===== config.mk =====
export PLATFORM = sky130hd
export DESIGN_NAME = word_stream_sequencer_flat
export DESIGN_NICKNAME = d
export VERILOG_FILES = /design/src/rtl/word_stream_sequencer_if.sv /design/src/rtl/word_stream_sequencer.sv /design/src/flat_wrapper.sv
export SDC_FILE = /design/constraint.sdc
export NUM_CORES = 1
export LEC_CHECK = 0
export BUFFER_PORTS_ARGS = -buffer_cell sky130_fd_sc_hd__buf_4
export CAP_MARGIN = 20
export CORE_AREA = 2 2 118 120
export CTS_CLUSTER_SIZE = 14
export DETAILED_ROUTE_END_ITERATION = 12
export DIE_AREA = 0 0 120 122
export PLACE_DENSITY = 0.77
export SLEW_MARGIN = 20
export SYNTH_ARGS = -nofsm -noshare
export SYNTH_HDL_FRONTEND = slang
export SYNTH_SLANG_ARGS = --single-unit

===== constraint.sdc =====
create_clock -name clk -period 4.45 [get_ports clk]
set_input_delay 0.445 -clock clk [delete_from_list [all_inputs] [get_ports clk]]
set_output_delay 0.445 -clock clk [all_outputs]
set_load 0.01 [all_outputs]

===== src/rtl/word_stream_sequencer_if.sv =====
// Bus bundle between word_stream_sequencer, the word selector it drives and the word consumer.
// master = sequencer side, slave = selector/consumer side.
interface word_stream_sequencer_if #(
  parameter int N     = 100,
  parameter int nBits = 32
) ();
  logic             start;
  logic [0:N-1]     vec_in;
  logic [0:N-1]     vec_sel;
  logic [31:0]      seleccion;
  logic [0:nBits-1] word_in;
  logic [0:nBits-1] out_word;
  logic             out_valid;
  logic             out_ready;
  logic             out_last;
  logic             busy;
  logic             done;

  modport master (
    input  start, vec_in, word_in, out_ready,
    output vec_sel, seleccion, out_word, out_valid, out_last, busy, done
  );

  modport slave (
    output start, vec_in, word_in, out_ready,
    input  vec_sel, seleccion, out_word, out_valid, out_last, busy, done
  );
endinterface


===== src/rtl/word_stream_sequencer.sv =====
// Latches a packed vector, walks the word selector through its nBits-wide words and streams them
// out over valid/ready. Define WSEQ_REVERSE_EN to walk from the highest word index down to 0.
module word_stream_sequencer #(
  parameter int N     = 100,
  parameter int nBits = 32
) (
  input  logic                      clk,
  input  logic                      rst_n,
  word_stream_sequencer_if.master   io_bus
);
  localparam int NWORDS = N / nBits;
  localparam int IW     = (NWORDS > 1) ? $clog2(NWORDS) : 1;

`ifdef WSEQ_REVERSE_EN
  localparam logic [IW-1:0] FIRST_IDX = IW'(NWORDS - 1);
  localparam logic [IW-1:0] FINAL_IDX = '0;
`else
  localparam logic [IW-1:0] FIRST_IDX = '0;
  localparam logic [IW-1:0] FINAL_IDX = IW'(NWORDS - 1);
`endif

  // state | meaning
  // IDLE  | waiting for start (not accepted in the done cycle)
  // FILL  | loading selected words into the output register, stepping seleccion
  // DRAIN | final word loaded, waiting for it to be accepted
  typedef enum logic [1:0] {
    S_IDLE  = 2'd0,
    S_FILL  = 2'd1,
    S_DRAIN = 2'd2
  } state_t;

  state_t           r_state, w_state_nxt;
  logic [0:N-1]     r_vec, w_vec_nxt;
  logic [IW-1:0]    r_sel, w_sel_nxt;
  logic [0:nBits-1] r_word, w_word_nxt;
  logic             r_valid, w_valid_nxt;
  logic             r_last, w_last_nxt;
  logic             r_done, w_done_nxt;

  logic             w_load;
  logic             w_accept;
  logic             w_sel_final;
  logic [IW-1:0]    w_sel_step;

  assign w_accept    = r_valid && io_bus.out_ready;
  assign w_load      = (r_state == S_FILL) && (!r_valid || io_bus.out_ready);
  assign w_sel_final = (r_sel == FINAL_IDX);

`ifdef WSEQ_REVERSE_EN
  assign w_sel_step = r_sel - IW'(1);
`else
  assign w_sel_step = r_sel + IW'(1);
`endif

  always_comb begin
    w_state_nxt = r_state;
    w_vec_nxt   = r_vec;
    w_sel_nxt   = r_sel;
    w_word_nxt  = r_word;
    w_valid_nxt = r_valid;
    w_last_nxt  = r_last;
    w_done_nxt  = 1'b0;

    case (r_state)
      S_IDLE: begin
        if (io_bus.start && !r_done) begin
          w_vec_nxt   = io_bus.vec_in;
          w_sel_nxt   = FIRST_IDX;
          w_state_nxt = S_FILL;
        end
      end
      S_FILL: begin
        // a load also retires the word being accepted in the same cycle
        if (w_load) begin
          w_word_nxt  = io_bus.word_in;
          w_valid_nxt = 1'b1;
          w_last_nxt  = w_sel_final;
          if (w_sel_final) begin
            w_state_nxt = S_DRAIN;
          end else begin
            w_sel_nxt = w_sel_step;
          end
        end
      end
      S_DRAIN: begin
        if (w_accept) begin
          w_valid_nxt = 1'b0;
          w_last_nxt  = 1'b0;
          w_done_nxt  = 1'b1;
          w_state_nxt = S_IDLE;
        end
      end
      default: begin
        w_state_nxt = S_IDLE;
      end
    endcase
  end

  always_ff @(posedge clk or negedge rst_n) begin
    if (!rst_n) begin
      r_state <= S_IDLE;
      r_vec   <= '0;
      r_sel   <= '0;
      r_word  <= '0;
      r_valid <= 1'b0;
      r_last  <= 1'b0;
      r_done  <= 1'b0;
    end else begin
      r_state <= w_state_nxt;
      r_vec   <= w_vec_nxt;
      r_sel   <= w_sel_nxt;
      r_word  <= w_word_nxt;
      r_valid <= w_valid_nxt;
      r_last  <= w_last_nxt;
      r_done  <= w_done_nxt;
    end
  end

  assign io_bus.vec_sel   = r_vec;
  assign io_bus.seleccion = 32'(r_sel);
  assign io_bus.out_word  = r_word;
  assign io_bus.out_valid = r_valid;
  assign io_bus.out_last  = r_last;
  assign io_bus.busy      = (r_state == S_FILL) || (r_state == S_DRAIN);
  assign io_bus.done      = r_done;
endmodule


===== src/flat_wrapper.sv =====
// flat-port wrapper written by rule: the top's interface ports become plain ports
module word_stream_sequencer_flat 
#(
  parameter int N     = 100,
  parameter int nBits = 32
)
  (clk, rst_n, io_bus_start, io_bus_vec_in, io_bus_word_in, io_bus_out_ready, io_bus_vec_sel, io_bus_seleccion, io_bus_out_word, io_bus_out_valid, io_bus_out_last, io_bus_busy, io_bus_done);
  word_stream_sequencer_if #(.N(N), .nBits(nBits)) io_bus_i ();
  input  logic clk;
  input  logic rst_n;
  input wire logic [$bits(io_bus_i.start)-1:0] io_bus_start;
  input wire logic [$bits(io_bus_i.vec_in)-1:0] io_bus_vec_in;
  input wire logic [$bits(io_bus_i.word_in)-1:0] io_bus_word_in;
  input wire logic [$bits(io_bus_i.out_ready)-1:0] io_bus_out_ready;
  output wire logic [$bits(io_bus_i.vec_sel)-1:0] io_bus_vec_sel;
  output wire logic [$bits(io_bus_i.seleccion)-1:0] io_bus_seleccion;
  output wire logic [$bits(io_bus_i.out_word)-1:0] io_bus_out_word;
  output wire logic [$bits(io_bus_i.out_valid)-1:0] io_bus_out_valid;
  output wire logic [$bits(io_bus_i.out_last)-1:0] io_bus_out_last;
  output wire logic [$bits(io_bus_i.busy)-1:0] io_bus_busy;
  output wire logic [$bits(io_bus_i.done)-1:0] io_bus_done;
  assign io_bus_i.start = io_bus_start;
  assign io_bus_i.vec_in = io_bus_vec_in;
  assign io_bus_i.word_in = io_bus_word_in;
  assign io_bus_i.out_ready = io_bus_out_ready;
  assign io_bus_vec_sel = io_bus_i.vec_sel;
  assign io_bus_seleccion = io_bus_i.seleccion;
  assign io_bus_out_word = io_bus_i.out_word;
  assign io_bus_out_valid = io_bus_i.out_valid;
  assign io_bus_out_last = io_bus_i.out_last;
  assign io_bus_busy = io_bus_i.busy;
  assign io_bus_done = io_bus_i.done;
  word_stream_sequencer #(.N(N), .nBits(nBits)) u_core (.clk(clk), .rst_n(rst_n), .io_bus(io_bus_i));
endmodule

# After elaboration in Yosys (flattened, before gate mapping)
# Cells that the tools add are included.
# totals
regBits,139
in_bits,136
wordCells,47
output_inout_bits,168
# op_classes
addsub,1
eq_ne,8
mux,16
reduce_logical,15
# ops
op,count
two-way mux 2 bit,7
!= test 2 x 1 -> 1 bit (second input constant),4
AND reduction 4 bit,2
case mux 2 bit (3 select lines),1
two-way mux 1 bit,5
== test 2 bit (second input constant),2
case mux 1 bit (2 select lines),2
case mux 2 bit (2 select lines),1
AND reduction 2 bit,2
nonzero test 2 bit,2
logical AND 1 bit,3
AND reduction 3 bit,1
adder 2 x 1 -> 2 bit (second input constant),1
== test 2 x 1 -> 1 bit (second input constant),1
zero test 1 bit,2
zero test 2 bit,1
logical OR 1 bit,2
!= test 2 bit (second input constant),1

# Depth between registers and ports, before layout
# Gate-level depths: netlist of run 1.
# logic_depth
depth_word,5
depth_mapped,8
mapped_depth_nobuf,6

# Worst setup path before layout of run 1
# No wires, ideal clock.
# synth_path
path_type,register to register
start,register u_core.r_state[1]
end,register u_core.r_state[0]
stages_incl_launch_ff,7
path_slack_ns,2.854
arrival_ns,1.471
n_path_buf,0
synth_period_minus_slack_ns,1.596
t_required_ns,4.325
setup_time_ns,0.125
cell_sequence,dfrtp_1 inv_1 ha_1 a21oi_1 a21oi_1 a221oi_2 mux2_2
# synth_via
elab_chain_len,4
word_cells_on_any_way,10
cone_classes,eq/ne: 6; mux: 1; reduce/logical: 3
# synth_rtl
item,line_no,rtl
from (decl),word_stream_sequencer.sv:32,"state_t r_state, w_state_nxt;"
from (signal assigned),word_stream_sequencer.sv:109,r_state <= w_state_nxt;
== test 2 x 1 -> 1 bit,"word_stream_sequencer.sv:46, word_stream_sequencer.sv:64",
logical AND 1 bit,word_stream_sequencer.sv:46,assign w_load = (r_state == S_FILL) && (!r_valid || io_bus.out_ready);
!= test 2 x 1 -> 1 bit (no line),n/a,
AND reduction 4 bit (no line),n/a,
# Parallel ways exist; a longest one is shown, timed or not.
# A chain may end at the register's enable or synchronous reset.

# Worst setup path after layout of run 1
# layout_path
start,register u_core.r_state[0]
end,register u_core.r_sel[1]
# layout_via
elab_chain_len,4
word_cells_on_any_way,9
cone_classes,eq/ne: 4; mux: 1; reduce/logical: 4
# layout_rtl
item,line_no,rtl
== test 2 x 1 -> 1 bit,"word_stream_sequencer.sv:46, word_stream_sequencer.sv:64",
logical AND 1 bit,word_stream_sequencer.sv:46,
!= test 2 x 1 -> 1 bit (no line),n/a,
AND reduction 4 bit (no line),n/a,
to (signal assigned),word_stream_sequencer.sv:111,r_sel <= w_sel_nxt;
to (decl),word_stream_sequencer.sv:34,"logic [IW-1:0] r_sel, w_sel_nxt;"
# Parallel ways exist; a longest one is shown, timed or not.

==> results of run 1 <==
==> registers in the layout, summed over array words and instances, names as in the netlist <==
name	flops
u_core.io_bus.done	1
u_core.io_bus.vec_sel	100
u_core.io_bus.out_word	32
u_core.r_state	2
u_core.r_sel	2
u_core.io_bus.out_valid	1
u_core.io_bus.out_last	1
==> logic make-up after synthesis <==
| logic type | synth area share [%] |
|---|---|
| compound gates | 1.792 |
| fa+ha+maj | 1.529 |
| buf+inv | 8.084 |
| flops | 60.74 |
| mux | 6.685 |
| other cells | 0.06548 |
| simple gates | 21.11 |
==> where the power goes <==
group          switching (mW)  leakage (nW)  internal, mW
registers               0.336          1.70          1.88
clock network           0.499         0.307         0.953
logic                    1.31          2.60          1.29
==> routing by layer <==
metal,vias to the layer above,share of wire [%],wire length (um)
met4,0,3.3,461
met1,2158,40,5595
met3,36,7.5,1051
li1,2252,-,-
met2,190,50,6987
met5,-,0,0
==> worst min-delay path by stage <==
stage	slack, ns	cells after the start	to
5_1_grt	0.21	3	u_core.io_bus.vec_sel[55]
6_report	0.12	1	u_core.io_bus.out_word[28]
2_1_floorplan	0.15	0	u_core.io_bus.done
4_1_cts	0.18	1	u_core.io_bus.out_word[28]
3_3_place_gp	0.46	2	u_core.io_bus.vec_sel[89]
3_5_place_dp	0.46	2	u_core.io_bus.vec_sel[9]
==> critical path: stages (launching register included) <==
cell and delay (ns):
dfrtp_1 0.41, inv_1 0.14, ha_1 0.28, inv_2 0.09, nor2_4 0.54, buf_4 0.50, a311oi_1 0.16
==> synthesized netlist by cell type, types with 2 or more instances <==
| library cell | number | area [um2] |
|---|---|---|
| buf_1 | 2 | 7.510 |
| mux2_2 | 30 | 337.8 |
| nand2_1 | 303 | 1137 |
| o21ai_0 | 3 | 15.01 |
| dfrtp_1 | 139 | 3478 |
| nand2b_1 | 2 | 12.51 |
| inv_1 | 5 | 18.77 |
| nor2_1 | 3 | 11.26 |
| buf_6 | 10 | 112.6 |
| ha_1 | 7 | 87.58 |
| a21oi_1 | 4 | 20.02 |
| mux2_1 | 4 | 45.04 |
| buf_4 | 42 | 315.3 |
==> final cells by class <==
cell class | count | area (um2) | share of cell area, %
tap | 180 | 225.2 | 2.701
timing repair buffer | 277 | 2096 | 25.13
clock inverter | 7 | 110.1 | 1.320
clock buffer | 25 | 505.5 | 6.062
multi-input combinational | 400 | 1902 | 22.81
inverter | 6 | 22.52 | 0.2701
sequential | 139 | 3478 | 41.71
==> results.sh, run 1 <==
export IMPL_cp_end_kind="register"
export IMPL_pre_cts_ws_ns=2.171
export IMPL_clk_latency_ns=0.41
export IMPL_first_iter_violations=154
export IMPL_cts_num_sinks=139
export IMPL_gp_congestion=0.7931
export IMPL_finalSetupViolCount=0
export IMPL_rsz0062_at_grt="no"
export IMPL_clock_path_buffers=2
export IMPL_grt_use_met3_pct=5.805
export IMPL_grt_max_degree=104
export IMPL_cts_root_buf="clkbuf_16"
export IMPL_hold_path_class="input port to asynchronous set/reset pin"
export IMPL_grt_pass1_wl_um=22020
export IMPL_cts_resized=0
export IMPL_fmax_ghz=0.4374
export IMPL_fillers=1160
export IMPL_core_area_um2=13500
export IMPL_fin_cells=1034
export IMPL_finalSetupTns_ns=0
export IMPL_antenna_cells=0
export IMPL_power_density_nw_per_um2=752.0
export IMPL_final_cell_mix="303 x nand2_1, 275 x buf_4, 139 x dfrtp_1"
export IMPL_layout_commonest_cell="nand2_1"
export IMPL_final_cell_area_um2=8339
export IMPL_numCtsBuffers=17
export IMPL_drt_pass1_iterations=4
export IMPL_total_leakage_power_nw=4.604
export IMPL_reg2reg_to="u_core.r_sel[1]"
export IMPL_viasPerCell=4.484
export IMPL_wl_per_cell_um=13.63
export IMPL_hold_viol_final=0
export IMPL_utilization_pct=61.75
export IMPL_grt_use_met2_pct=31.71
export IMPL_portBuffers=273
export IMPL_layout_min_cycle_time_ns=2.286
export IMPL_dp_cells=1001
export IMPL_pin_count=304
export IMPL_async_reset_ff_share_pct=100.0
export IMPL_drt_wl_total_um=14100
export IMPL_grt_antenna_before_repair=0
export IMPL_hpwl_um=9937
export IMPL_htree_levels=4
export IMPL_ant_nets=0
export IMPL_drc=0
export IMPL_grt_pass1_vias=4541
export IMPL_setup_worst_path_end="u_core.r_sel[1]"
export IMPL_cp_required_ns=4.71
export IMPL_crit_type="register to register"
export IMPL_die_h_um=122
export IMPL_synthFlopType="dfrtp_1"
export IMPL_start_kind="register"
export IMPL_worst_slack_ns=2.164
export IMPL_synth_seq_cells=139
export IMPL_start_util_pct=42.41
export IMPL_tritoncts="yes"
export IMPL_num_rows=43
export IMPL_vdd_drop_max_uv=394.8
export IMPL_skew_ns=0.004331
export IMPL_whs_ns=0.1243
export IMPL_path_max_fanout=41
export IMPL_postPlaceCellArea_um2=7704
export IMPL_r2r_cells=6
export IMPL_slew_violations=0
export IMPL_nets=984
export IMPL_clk_pin_slew_ns=0.06
export IMPL_grt_total_usage_pct=19.17
export IMPL_ctsHoldBuffers=0
export IMPL_setup_worst_path_start="u_core.r_state[0]"
export IMPL_r2r_start="u_core.r_state[0]"
export IMPL_die_w_um=120
export IMPL_area_delta_synth_final_pct=45.62
export IMPL_globalRouteOverflowTotal=0
export IMPL_drive_gt1_share_pct=40.16
export IMPL_ys_types=30
export IMPL_vias=4636
export IMPL_grtUsageMet1_pct=22.79
export IMPL_post_cts_setup_buffer_count=0
export IMPL_ys_seq_area_share_pct=60.74
export IMPL_post_route_period_util_pct=51.38
export IMPL_synth_area_um2=5727
export IMPL_arrival_ns=2.54
export IMPL_yosysWarnings=0
export IMPL_top_usage_layer="met2"
export IMPL_power_mw=6.271
export IMPL_synth_edf_count=0
export IMPL_synth_area_per_cell_um2=10.03
export IMPL_slew_headroom_pct=37.55
export IMPL_die_area_um2=14640
export IMPL_cap_violations=0
export IMPL_syn_inst=571
export IMPL_tightest_slew_ns=0.9367
export IMPL_status="completed"
export IMPL_reg2reg_slack_ns=2.16
No activity file was read; power rests on OpenSTA's default activity.
==> run 2: changes to the inputs <==
Settings changed: ABC_AREA set to 1, CORE_AREA 2 2 118 120 to unset, CORE_MARGIN set to 2, CORE_UTILIZATION set to 47, DIE_AREA 0 0 120 122 to unset, PLACE_DENSITY 0.77 to 0.81.
Clock period 4.45 ns to 2.3 ns, I/O delays scaled along.
==> run 2 against run 1 <==
  * Final cell count rose by 7.5%
  * Die area fell by 0.92%
  * Via count is 9.3% higher
  * Fmax up 28%
  * Largest power group unchanged
  * Critical path depth stayed put
  * Combinational power increased by 110%
  * Cell area up 7.5%
  * Non-clock buffer count rose by 4
  * Worst hold slack worse by 0.080 ns
  * Clock power is 100% higher
  * Wire length grew 7.8%
==> results.sh, run 2 <==
export IMPL_start_kind="register"
export IMPL_detailroute_wirelength_met3_um=1444
export IMPL_clock_path_buffers=2
export IMPL_slew_headroom_pct=58.88
export IMPL_die_area_um2=14510
export IMPL_rsz0062_at_grt="no"
export IMPL_cts_resized=0
export IMPL_ant_nets=0
export IMPL_core_area_um2=13240
export IMPL_drt_wl_total_um=15200
export IMPL_yosysTopAreaCellShare_pct=54.58
export IMPL_final_cell_mix="275 x buf_4, 186 x nand2_1, 139 x dfrtp_1"
export IMPL_path_max_fanout=120
export IMPL_synth_seq_cells=139
export IMPL_cpMaxStageDelayCell="buf_12"
export IMPL_async_reset_ff_share_pct=100.0
export IMPL_vdd_drop_max_uv=701.6
export IMPL_die_h_um=120.4
export IMPL_numCtsBuffers=17
export IMPL_tritoncts="yes"
export IMPL_reg2reg_slack_ns=0.51
export IMPL_crit_type="register to register"
export IMPL_synth_xor_area_share_pct=0
export IMPL_hold_path_class="input port to register"
export IMPL_total_leakage_power_nw=5.050
export IMPL_synth_area_per_cell_um2=9.714
export IMPL_gp_congestion=0.7990
export IMPL_grt_pass1_wl_um=24360
export IMPL_num_rows=42
export IMPL_setup_worst_path_start="u_core.r_state[0]"
export IMPL_grt_total_usage_pct=21.40
export IMPL_synth_area_um2=6372
export IMPL_r2r_cells=6
export IMPL_slew_violations=0
export IMPL_syn_inst=656
export IMPL_htree_levels=4
export IMPL_yosysWarnings=0
export IMPL_drc=0
export IMPL_route_layer_met1_wl_um=5985
export IMPL_layout_commonest_cell="buf_4"
export IMPL_cts_num_sinks=139
export IMPL_fmax_ghz=0.5583
export IMPL_arrival_ns=2.12
export IMPL_ys_seq_area_share_pct=54.58
export IMPL_synth_most_common_cell="nand2_1"
export IMPL_muxShareOfSynthArea_pct=0
export IMPL_utilization_pct=67.67
export IMPL_pin_count=304
export IMPL_cp_end_kind="register"
export IMPL_cpLargestDelayFamily="buffers and inverters"
export IMPL_grt_pass1_vias=4953
export IMPL_yosysTopAreaCell="dfrtp_1"
export IMPL_portBuffers=273
export IMPL_dr_max_layer_used="met4"
export IMPL_hold_viol_final=0
export IMPL_wl_per_cell_um=13.67
export IMPL_reg2reg_to="u_core.io_bus.vec_sel[40]"
export IMPL_synth_compound_area_share_pct=14.22
export IMPL_first_iter_violations=355
export IMPL_cap_violations=0
export IMPL_path_cells="inv_1 -> ha_1 -> nand3_4 -> buf_12 -> nand2_1 -> o21ai_2"
export IMPL_ys_types=18
export IMPL_clk_latency_ns=0.41
export IMPL_yosys_top_cells_area="dfrtp_1 55%, o21ai_2 14%, nand2_1 11%, inv_1 6.5%, buf_6 3.9%"
export IMPL_drive_gt1_share_pct=44.12
export IMPL_status="completed"
export IMPL_skew_ns=0.005940
export IMPL_synthFlopType="dfrtp_1"
export IMPL_finalSetupViolCount=0
export IMPL_setup_worst_path_end="u_core.io_bus.vec_sel[40]"
export IMPL_synth_commonest_cells="186 x nand2_1, 139 x dfrtp_1, 111 x inv_1"
export IMPL_cp_depth=6
export IMPL_globalRouteOverflowTotal=0
export IMPL_grt_max_degree=121
export IMPL_finalSetupTns_ns=0
export IMPL_cpPeakStageDelay_ns=0.46
export IMPL_layout_min_cycle_time_ns=1.791
export IMPL_wl_met2_um=7349
export IMPL_synth_fa_ha_area_share_pct=1.374
export IMPL_antenna_cells=0
export IMPL_power_density_nw_per_um2=1405
export IMPL_synth_simple_gate_area_share_pct=14.57
export IMPL_drt_pass1_iterations=4
export IMPL_r2r_start="u_core.r_state[0]"
export IMPL_vias=5065
export IMPL_cts_root_buf="clkbuf_16"
export IMPL_nets=1066
export IMPL_cp_required_ns=2.63
export IMPL_die_w_um=120.4
export IMPL_synth_top_family_by_area="buffers and inverters"
export IMPL_start_util_pct=48.12
export IMPL_tightest_slew_ns=0.6168
export IMPL_viasPerCell=4.555
export IMPL_area_delta_synth_final_pct=40.62
export IMPL_synth_edf_count=0
export IMPL_fillers=1054
export IMPL_clk_pin_slew_ns=0.06
export IMPL_path_buf_inv=2
export IMPL_post_route_period_util_pct=77.87
export IMPL_hpwl_um=10920
export IMPL_largest_reg_flops=100
export IMPL_grt_antenna_before_repair=0
-- run 2: cells by family after synthesis --
| group | Yosys count |
|---|---|
| compound gates | 105 |
| buf+inv | 173 |
| fa+ha+maj | 7 |
| flops | 139 |
| other cells | 1 |
| simple gates | 231 |
-- run 2: cell type report --
cell class / count / area, um2 / area share [%]
Clock buffer: 22 / 474.2 / 5.292
Clock inverter: 10 / 163.9 / 1.829
Inverter: 111 / 416.7 / 4.650
Multi-Input combinational cell: 373 / 2042 / 22.79
Sequential cell: 139 / 3478 / 38.82
Tap cell: 176 / 220.2 / 2.457
Timing Repair Buffer: 281 / 2166 / 24.17
-- run 2: metal layers --
layer / track usage (%) / up-vias
met4: 8.939 / 0
li1: - / 2476
met5: 0 / -
met2: 34.82 / 220
met1: 25.57 / 2333
met3: 8.019 / 36
-- run 2: how the worst min path moves through the flow --
stage / startpoint / to / slack (ns) / cells after the start
floorplan: rst_n / u_core.io_bus.done / -0.07 / 0
global placement: rst_n / u_core.io_bus.out_word[11] / 0.25 / 1
detailed placement: rst_n / u_core.io_bus.out_word[12] / 0.25 / 1
CTS: io_bus_word_in[5] / u_core.io_bus.out_word[26] / 0.03 / 3
global route: io_bus_word_in[27] / u_core.io_bus.out_word[4] / 0.03 / 3
finish: io_bus_word_in[10] / u_core.io_bus.out_word[21] / 0.04 / 3
-- run 2: worst min-delay path: cells and delay by family --
family / cells / cell delay [ns]
simple gates: 2 / 0.12
buf+inv: 1 / 0.07
-- run 2: report_power, final --
group	leakage, nW	switching, mW	internal [mW]
logic	3.01	2.90	2.50
registers	1.73	0.644	3.61
clock network	0.310	1.03	1.90
total	5.05	4.57	8.01
-- run 2: timing repair --
item                                   CTS  global route
setup buffers                            0             0
hold buffers                             1             0
endpoints found under the hold margin   57             0
-- run 2: stage by stage --
stage	std cells	hold slack [ns]	setup WS, ns	area, um2	power [mW]
after global routing	1112	0.03165	0.3928	8961	13.45
after floorplan	685	-0.06559	0.9438	6481	7.424
after global placement	1079	0.2488	0.6468	8313	9.547
after detailed placement	1079	0.2503	0.5740	8313	9.716
final	1112	0.04447	0.5090	8961	12.59
after CTS	1112	0.03024	0.5282	8961	12.71
==> run 3: changes to the inputs <==
Settings changed: ABC_AREA 1 to 0, CORE_UTILIZATION 47 to 45, PLACE_DENSITY 0.81 to 0.8.
Clock period 2.3 ns to 1.7 ns, I/O delays scaled along.
==> run 3 against run 2 <==
  * Combinational power rose by 40%
  * Sequential power rose by 38%
  * Worst setup slack got worse by 0.45 ns
  * Clock-buffer cell count rose by 3
  * Critical path depth did not move
  * Die area fell by 5.9%
  * Global-route usage rose by 5.6 points
  * Total power rose by 35%
  * Sequential cell count did not move
  * Clock power rose by 20%
  * Via count rose by 7.5%
  * Critical path type unchanged
  * Critical endpoint is now u_core.r_state[0]
  * Largest cell class is now buffers
==> results.sh, run 3 (synthesis gave the netlist of run 1 again) <==
export IMPL_crit_path_frequent_cell="a21oi_1"
export IMPL_hold_path_class="input port to register"
export IMPL_layout_min_cycle_time_ns=1.637
export IMPL_largest_reg_flops=100
export IMPL_grt_pass1_vias=5634
export IMPL_gp_congestion=0.8085
export IMPL_fillers=711
export IMPL_drc=0
export IMPL_grt_max_degree=55
export IMPL_start_kind="register"
export IMPL_drt_wl_total_um=18760
export IMPL_globalRouteOverflowTotal=0
export IMPL_clk_pin_slew_ns=0.06
export IMPL_fin_cells=1171
export IMPL_drive_gt1_share_pct=36.07
export IMPL_numCtsBuffers=17
export IMPL_cp_required_ns=1.99
export IMPL_core_area_um2=12520
export IMPL_postPlaceCellArea_um2=7856
export IMPL_grt_total_usage_pct=27.04
export IMPL_final_cell_area_um2=9778
export IMPL_slew_violations=0
export IMPL_clk_latency_ns=0.41
export IMPL_cts_root_buf="clkbuf_16"
export IMPL_pin_count=304
export IMPL_vdd_drop_max_uv=1205
export IMPL_setup_worst_path_start="u_core.r_state[1]"
export IMPL_ant_nets=0
export IMPL_path_cells="buf_4 -> ha_2 -> a21oi_1 -> a21oi_1 -> a221oi_2 -> mux2_2"
export IMPL_detailroute_wirelength_met3_um=1133
export IMPL_die_w_um=116.8
export IMPL_grt_antenna_before_repair=1
export IMPL_hpwl_um=10270
export IMPL_area_delta_synth_final_pct=70.75
export IMPL_grt_pass1_wl_um=27980
export IMPL_arrival_ns=1.93
export IMPL_die_area_um2=13640
export IMPL_die_h_um=116.8
export IMPL_fmax_ghz=0.6109
export IMPL_cpLargestDelayFamily="compound AO/OA/AOI/OAI gates"
export IMPL_cp_end_kind="register"
export IMPL_dr_max_layer_used="met4"
export IMPL_path_buf_inv=1
export IMPL_power_density_nw_per_um2=1739
export IMPL_skew_ns=0.009481
export IMPL_first_iter_violations=369
export IMPL_clock_path_buffers=2
export IMPL_wl_per_cell_um=16.02
export IMPL_cts_num_sinks=139
export IMPL_crit_type="register to register"
export IMPL_final_cell_mix="303 x nand2_1, 281 x buf_4, 139 x dfrtp_1"
export IMPL_nets=1128
export IMPL_post_route_period_util_pct=96.28
export IMPL_tritoncts="yes"
export IMPL_start_util_pct=45.75
export IMPL_cpPeakStageDelay_ns=0.39
export IMPL_rsz0062_at_grt="yes"
export IMPL_total_leakage_power_nw=5.208
export IMPL_cap_violations=0
export IMPL_layout_commonest_cell="nand2_1"
export IMPL_vias=5446
export IMPL_power_mw=17.00
export IMPL_htree_levels=4
export IMPL_wl_met2_um=10130
export IMPL_min_from="io_bus_word_in[13]"
export IMPL_viasPerCell=4.651
export IMPL_dp_cells=1003
export IMPL_cpMaxStageDelayCell="dfrtp_1"
export IMPL_status="completed"
export IMPL_route_layer_met1_wl_um=6680
export IMPL_drt_pass1_iterations=7
export IMPL_num_rows=41
export IMPL_hold_viol_final=0
export IMPL_path_max_fanout=3
export IMPL_finalSetupViolCount=0
export IMPL_r2r_start="u_core.r_state[1]"
export IMPL_portBuffers=273
-- run 3: report_power, final --
| part | internal (mW) | switching, mW |
|---|---|---|
| clock network | 2.20 | 1.34 |
| logic | 3.80 | 3.79 |
| registers | 4.94 | 0.944 |
-- run 3: timing repair --
item                                    in CTS  in global routing
resized for setup                            0                  5
endpoints found under the hold margin      174                  0
hold buffers                               132                  0
setup buffers                                0                  3
endpoints found under the setup margin       0                101
-- run 3: stage by stage --
step	util [%]	setup slack, ns	setup TNS, ns	hold slack, ns
3_5_place_dp	62.76	0.01784	0	0.1307
6_report	78.12	0.06318	0	0.03738
2_1_floorplan	-	0.1045	0	-0.1256
3_3_place_gp	62.76	0.06557	0	0.1313
4_1_cts	77.86	0.002526	0	0.02188
5_1_grt	78.12	-0.009699	-0.02431	0.01928
-- run 3: worst reg2reg max path, delay by kind of cell (launching register included) --
kind / cells / cell delay [ns]
compound gates: 3 / 0.44
flops: 1 / 0.39
mux: 1 / 0.37
fa+ha+maj: 1 / 0.17
buf+inv: 1 / 0.15
-- run 3: path summary, 6_finish.rpt --
path                       slack [ns]  depth (start not counted)                    endpoint
max in group asynchronous        0.75                          3   u_core.io_bus.vec_sel[73]
setup / recovery                 0.06                          6           u_core.r_state[0]
hold reg to reg                  0.47                          2   u_core.io_bus.vec_sel[93]
min in group asynchronous        0.27                          2   u_core.io_bus.vec_sel[80]
setup reg to reg                 0.06                          6           u_core.r_state[0]
hold / removal                   0.04                          2  u_core.io_bus.out_word[18]
-- run 3: final cells by class --
class / instances / area [um2] / area share (%)
repair buffers: 421 / 3582 / 36.63
flip-flops and latches: 139 / 3478 / 35.57
multi-input cells: 400 / 1909 / 19.53
clock buffers: 25 / 505.5 / 5.170
well taps: 172 / 215.2 / 2.201
clock inverters: 7 / 62.56 / 0.6398
inverters: 6 / 22.52 / 0.2303
diodes: 1 / 2.502 / 0.02559
-- run 3: metal layers --
metal / up-vias / track usage (%)
li1: 2553 / -
met1: 2591 / 27.92
met2: 237 / 49.79
met3: 65 / 7.209
met4: 0 / 14.67
met5: - / 0
